## config.mk

```make
export PLATFORM = sky130hd
export DESIGN_NAME = multicycle_ctrl
export DESIGN_NICKNAME = d
export VERILOG_FILES = /design/src/rtl/multicycle_ctrl.sv
export SDC_FILE = /design/constraint.sdc
export NUM_CORES = 1
export LEC_CHECK = 0
export ABC_AREA = 1
export ABC_CLOCK_PERIOD_IN_PS = 1900
export CAP_MARGIN = 10
export CORE_AREA = 2 2 39 41
export DETAILED_ROUTE_END_ITERATION = 16
export DIE_AREA = 0 0 41 43
export PLACE_DENSITY = 0.82
export SKIP_LAST_GASP = 1
export SLEW_MARGIN = 20
export SYNTH_ARGS = -nofsm -noshare
export SYNTH_HDL_FRONTEND = slang
export SYNTH_SLANG_ARGS = --single-unit
```

## constraint.sdc

```tcl
create_clock -name clk -period 1.9 [get_ports clk]
set_clock_uncertainty 0.2 [all_clocks]
set_input_delay 0.38 -clock clk [delete_from_list [all_inputs] [get_ports clk]]
set_output_delay 0.38 -clock clk [all_outputs]
set_load 0.1 [all_outputs]
```

## src/rtl/multicycle_ctrl.sv

```systemverilog
// Multi-cycle MIPS main control: FETCH/DECODE/EXE/MEMRD/MEMWR/WB/BR sequencing, outputs combinational from state/op.
// Latency 2..5 cycles per instruction (j/illegal 2, beq 3, R/ori/lui/sw 4, lw 5); no backpressure, rst forces all write strobes low.
module multicycle_ctrl #(
  parameter logic [5:0] OP_RTYPE = 6'b000000,
  parameter logic [5:0] OP_ORI   = 6'b001101,
  parameter logic [5:0] OP_LUI   = 6'b001111,
  parameter logic [5:0] OP_LW    = 6'b100011,
  parameter logic [5:0] OP_SW    = 6'b101011,
  parameter logic [5:0] OP_BEQ   = 6'b000100,
  parameter logic [5:0] OP_J     = 6'b000010
) (
  input  logic       clk,
  input  logic       rst,
  input  logic [5:0] op,
  input  logic [5:0] funct,
  input  logic       zero,
  output logic       PCWr,
  output logic [1:0] NPCOp,
  output logic       IRWr,
  output logic       RegWr,
  output logic [1:0] RegDst,
  output logic [1:0] WDSel,
  output logic       ALUSrc,
  output logic [2:0] ALUOp,
  output logic [1:0] ExtOp,
  output logic       MemWr,
  output logic [2:0] state
);

  localparam logic [5:0] FN_ADDU = 6'b100001;
  localparam logic [5:0] FN_SUBU = 6'b100011;

  typedef enum logic [2:0] {
    FETCH  = 3'd0,
    DECODE = 3'd1,
    EXE    = 3'd2,
    MEMRD  = 3'd3,
    MEMWR  = 3'd4,
    WB     = 3'd5,
    BR     = 3'd6
  } state_t;

  state_t cur_st, nxt_st;

  logic is_rtype_ok;
  logic exe_legal;
  logic       alusrc_e;
  logic [2:0] aluop_e;
  logic [1:0] extop_e;
  logic       pcwr_i, irwr_i, regwr_i, memwr_i;

  assign is_rtype_ok = (op == OP_RTYPE) && ((funct == FN_ADDU) || (funct == FN_SUBU));
  assign exe_legal   = is_rtype_ok || (op == OP_ORI) || (op == OP_LUI) ||
                       (op == OP_LW) || (op == OP_SW);
  assign state = cur_st;

  always_ff @(posedge clk) begin
    if (rst) cur_st <= FETCH;
    else     cur_st <= nxt_st;
  end

  // Operand selects for the execute phase, reused while the memory cycle runs.
  always_comb begin
    alusrc_e = 1'b0;
    aluop_e  = 3'b000;
    extop_e  = 2'b00;
    case (op)
      OP_RTYPE: aluop_e = (funct == FN_SUBU) ? 3'b001 : 3'b000;
      OP_ORI: begin
        alusrc_e = 1'b1;
        aluop_e  = 3'b010;
      end
      OP_LUI: begin
        alusrc_e = 1'b1;
        extop_e  = 2'b10;
      end
      OP_LW, OP_SW: begin
        alusrc_e = 1'b1;
        extop_e  = 2'b01;
      end
      default: ;
    endcase
  end

  always_comb begin
    nxt_st  = cur_st;
    pcwr_i  = 1'b0;
    irwr_i  = 1'b0;
    regwr_i = 1'b0;
    memwr_i = 1'b0;
    NPCOp   = 2'b00;
    RegDst  = 2'b00;
    WDSel   = 2'b00;
    ALUSrc  = 1'b0;
    ALUOp   = 3'b000;
    ExtOp   = 2'b00;
    case (cur_st)
      FETCH: begin
        irwr_i = 1'b1;
        pcwr_i = 1'b1;
        nxt_st = DECODE;
      end
      DECODE: begin
        if (op == OP_J) begin
          pcwr_i = 1'b1;
          NPCOp  = 2'b10;
          nxt_st = FETCH;
        end else if (op == OP_BEQ) begin
          nxt_st = BR;
        end else if (exe_legal) begin
          nxt_st = EXE;
        end else begin
          nxt_st = FETCH;
        end
      end
      EXE: begin
        ALUSrc = alusrc_e;
        ALUOp  = aluop_e;
        ExtOp  = extop_e;
        if (op == OP_LW)      nxt_st = MEMRD;
        else if (op == OP_SW) nxt_st = MEMWR;
        else                  nxt_st = WB;
      end
      MEMRD: begin
        ALUSrc = alusrc_e;
        ALUOp  = aluop_e;
        ExtOp  = extop_e;
        nxt_st = WB;
      end
      MEMWR: begin
        ALUSrc  = alusrc_e;
        ALUOp   = aluop_e;
        ExtOp   = extop_e;
        memwr_i = 1'b1;
        nxt_st  = FETCH;
      end
      WB: begin
        regwr_i = 1'b1;
        RegDst  = (op == OP_RTYPE) ? 2'b01 : 2'b00;
        WDSel   = (op == OP_LW) ? 2'b01 : 2'b00;
        nxt_st  = FETCH;
      end
      BR: begin
        ALUOp = 3'b001;
        ExtOp = 2'b01;
        if (zero) begin
          pcwr_i = 1'b1;
          NPCOp  = 2'b01;
        end
        nxt_st = FETCH;
      end
      default: nxt_st = FETCH;
    endcase
  end

  // Reset squashes every architectural write in the same cycle.
  assign PCWr  = pcwr_i  & ~rst;
  assign IRWr  = irwr_i  & ~rst;
  assign RegWr = regwr_i & ~rst;
  assign MemWr = memwr_i & ~rst;

endmodule

```

==> metrics.txt, run 1 <==
halt point of the flow=clock tree synthesis (4_1_cts); synthesized area=~430 sq um; GPL Wtd Cong=between 0.7 and 0.8; Std-Cell Rows=14; Ys Warns=0; clk buf depth=2; status=did not finish; Synth cell types=21; Post-synth ARST share=0%; htree depth=1; Post-Syn Area per Cell=roughly 5.4 sq um; CTS resizes=35; Root Buffer=clkbuf_4; Synth Register Bits=3; EDFF count, synth=0; ys flop type=dfxtp_1; TritonCTS Buffers=3; error msg=[ERROR DPL-0033] detailed placement checks failed during check placement.; Chip Width=41 um; CTS sink cnt=3; hold_buf cts=0; post-synthesis sequential area ratio=around 14%; Initial Util=roughly a third; post-CTS setup buffer count=11; Mapped Cells=81; Post-DP HPWL=~1500 um; PortBufs=30; I/O pin total=34; die height=~43 um
through the flow:
step	setup TNS [ps]	setup slack [ps]	cells	cell area [sq um]	utilization (%)
2_1_floorplan	-3500	-1010	83	589	-
3_3_place_gp	-3150	-403	142	1170	84.4
3_5_place_dp	-3680	-480	142	1170	84.4
kinds of logic after synthesis:
logic type / synth area share (%)
flops: 13.8
compound gates: 10.1
buf+inv: 18.2
simple gates: 57.1
other cells: 0.864
cell usage after synthesis, types with 2 or more instances:
cell	instances	area, sq um
a21oi_1	3	15.0
buf_4	3	22.5
dfxtp_1	3	60.1
inv_1	12	45.0
inv_2	3	11.3
nand2_1	15	56.3
nand3_1	4	20.0
nor2_1	20	75.1
nor2_2	2	12.5
nor2_4	2	22.5
nor3_1	3	15.0
o21ai_0	2	10.0
==> run 2, diff against run 1 <==
--- a/config.mk
+++ b/config.mk
@@ -8,10 +8,10 @@
 export ABC_AREA = 1
 export ABC_CLOCK_PERIOD_IN_PS = 1900
 export CAP_MARGIN = 10
-export CORE_AREA = 2 2 39 41
+export CORE_AREA = 2 2 63 65
 export DETAILED_ROUTE_END_ITERATION = 16
-export DIE_AREA = 0 0 41 43
-export PLACE_DENSITY = 0.82
+export DIE_AREA = 0 0 65 67
+export PLACE_DENSITY_LB_ADDON = 0.15
 export SKIP_LAST_GASP = 1
 export SLEW_MARGIN = 20
 export SYNTH_ARGS = -nofsm -noshare
==> run 2 against run 1 <==
The flow now finishes, with violations (negative setup slack). Synthesized cell count stayed put. Synthesized area stayed put.
==> metrics.txt, run 2 <==
CP Max Fanout=4; Synth Register Bits=3 (unchanged); fin cells=198; Root Buffer=clkbuf_8 (was clkbuf_4); f_max=slightly above 0.5 GHz; peak supply drop=0.314 mV; Avg WL per Cell=around 9.8 um; synth top area cells=nor2_1 (17%), dfxtp_1 (14%), nand2_1 (13%), inv_1 (10%), buf_4 (5.2%) (unchanged); Std-Cell Rows=22 (was 14); P_sw=roughly 180 uW; Layout Utilization=about two fifths; Synth Area in XOR/XNOR=0% (unchanged); simple-gate area share of the yosys netlist=57.1% (unchanged); largest family of logic cells by synthesized area=simple AND/OR/NAND/NOR gates (unchanged); sequential power share=between 10 and 15%; htree depth=1 (unchanged); Die Area=about 4400 sq um; Core ar.=~3600 sq um; commonest cells after routing, fill and taps aside=buf_4 (36), buf_12 (16), nor2_4 (11), nand2_1 (8), nor2_1 (8); Yosys top cell area share=17.3% (unchanged); crit path cell chain=buf_4 > nor2_4 > nand2_4 > nor3_4 > nor2_2 > a21oi_4 > buf_12; CTS clk-pin slew, worst paths=30 ps; die height=67 um (was 43 um); Synth cell types=21 (unchanged); cell count after placement=175 (was 142); CP arrival=between 1000 and 1500 ps; CTS tree=built; TritonCTS Buffers=3 (unchanged); number of iterations in the first detailed-routing pass=3; Power Density=~330 nW/um^2; Layout Nets=around 170; Slew Viols, Final=0; PortBufs=30 (unchanged); post-synthesis compound-gate area fraction=10.1% (unchanged); post-synthesis mux area share=0% (unchanged); first-pass GRT wire length=3240 um; vias per inst=3.72; gr usage total=around a tenth; Synth area leader=nor2_1 (unchanged); Post-DRT Antenna Nets=0; vias in the first global route=790; commonest non-fill, non-tap cell in the layout=buf_4; RSZ-0062 raised after global routing=true; largest net degree at the start of global routing=7; Initial Util=12.0% (was 31.4%); crit start category=input pin; GRT Residual Overflow=0; crit path capture type=primary output; Setup TNS=-92.8 ps; pre-CTS setup slack=-502 ps (was -480 ps); clock network power share=a little under two fifths; Post-Synth Adder-Cell Area=0% (unchanged); violated checks=negative setup slack; combinational share of power=approximately half; Ys Warns=0 (unchanged); Commonest cells post-synth=nor2_1 (20), nand2_1 (15), inv_1 (12) (unchanged); Post-synth ARST share=0% (unchanged); DRC Markers=0; DRT iter0 DRCs=8; drt total wl=between 1500 and 2000 um; Slowest-stage cell, CP=nor3_4; status=complete, but fails checks (was did not finish); EDFF count, synth=0 (unchanged); Mapped Cells=81 (unchanged); clk buf depth=2 (unchanged); final setup fails=2; Buf+Inv Stages, Crit Path=2; layout cells sized above 1=between 70 and 80%; Setup CP Type=input pin to primary output; n_diodes=0; Sw Ratio=a little under two fifths; ys flop type=dfxtp_1 (unchanged); initial antenna violation count=0; Skew-Pair Late Insertion Delay=around 210 ps; Fin. Hold Viols=0; I/O pin total=34 (unchanged); # fillers=373; post-synthesis sequential area ratio=13.8% (unchanged); most common cell in the netlist=nor2_1 (unchanged); synthesized area=434 sq um (unchanged); delay-heaviest family, CP=simple AND/OR/NAND/NOR gates; required time of the worst setup path=between 1000 and 1500 ps; area added between synthesis and finish=238%; Internal=299 uW; period utilisation layout=104%; Post-Syn Area per Cell=5.36 sq um (unchanged); vias=between 700 and 800; Post-DP HPWL=1490 um (was 1510 um); minimum clock period after layout=between 1500 and 2000 ps; GPL Wtd Cong=0.783 (was 0.780); worst hold slack=between 300 and 400 ps; CP max stage delay=210 ps; Hold Crit Class=input pin to flop; Leak=between 0.6 and 0.7 nW; setup slack after layout=-67.8 ps; max-cap check violation count=0; Chip Width=65 um (was 41 um); max reg flops=3; CTS sink cnt=3 (unchanged)
run 2: power by group through the flow:
stage	clock network [mW]	logic (mW)	registers [mW]
final	0.180	0.236	0.0672
after CTS	0.187	0.225	0.0657
after global placement	0	0.202	0.0694
after detailed placement	0	0.202	0.0692
after global routing	0.192	0.250	0.0677
after floorplan	0	0.101	0.0829
run 2: logic make-up after synthesis:
family	after synthesis
AO/OA/AOI/OAI	7
other	1
buffers and inverters	18
flip-flops	3
AND/OR/NAND/NOR	52
run 2: tightest hold or removal path: stages:
cell and delay (ps):
buf_2 140, nand3_1 90, o211a_1 150
run 2: routing by layer:
layer / wire (um) / track usage [%] / vias to the layer above
li1: - / - / 385
met1: 692 / 10.2 / 336
met2: 1160 / 18.4 / 13
met3: 92 / 1.18 / 2
met4: 8 / 4.52 / 0
met5: 0 / 0 / -
run 2: through the flow:
| stage | area, sq um | total power, mW |
|---|---|---|
| 2_1_floorplan | 589 | 0.184 |
| 3_3_place_gp | 1210 | 0.271 |
| 3_5_place_dp | 1210 | 0.272 |
| 4_1_cts | 1420 | 0.478 |
| 5_1_grt | 1470 | 0.509 |
| 6_report | 1470 | 0.484 |
run 2: cell type report:
cell class	count	area, sq um	area share (%)
multi-input combinational	62	524	35.8
inverter	15	63.8	4.35
timing repair buffer	66	702	47.9
clock buffer	4	45.0	3.07
sequential	3	71.3	4.86
tap	48	60.1	4.10
run 2: worst paths after layout:
kind,from,end,slack [ps],cells past startpoint
min reg2reg,state[2],state[0],400,2
max reg2reg,state[1],state[1],420,9
max,op[4],PCWr,-70,7
min,op[3],state[0],380,3
run 2: repair_timing:
action	CTS	global route
endpoints found under the setup margin	12	13
resized for setup	41	21
pin swaps	17	12
setup buffers	17	3
hold buffers	0	0
Power figures use the tool's default switching activity.
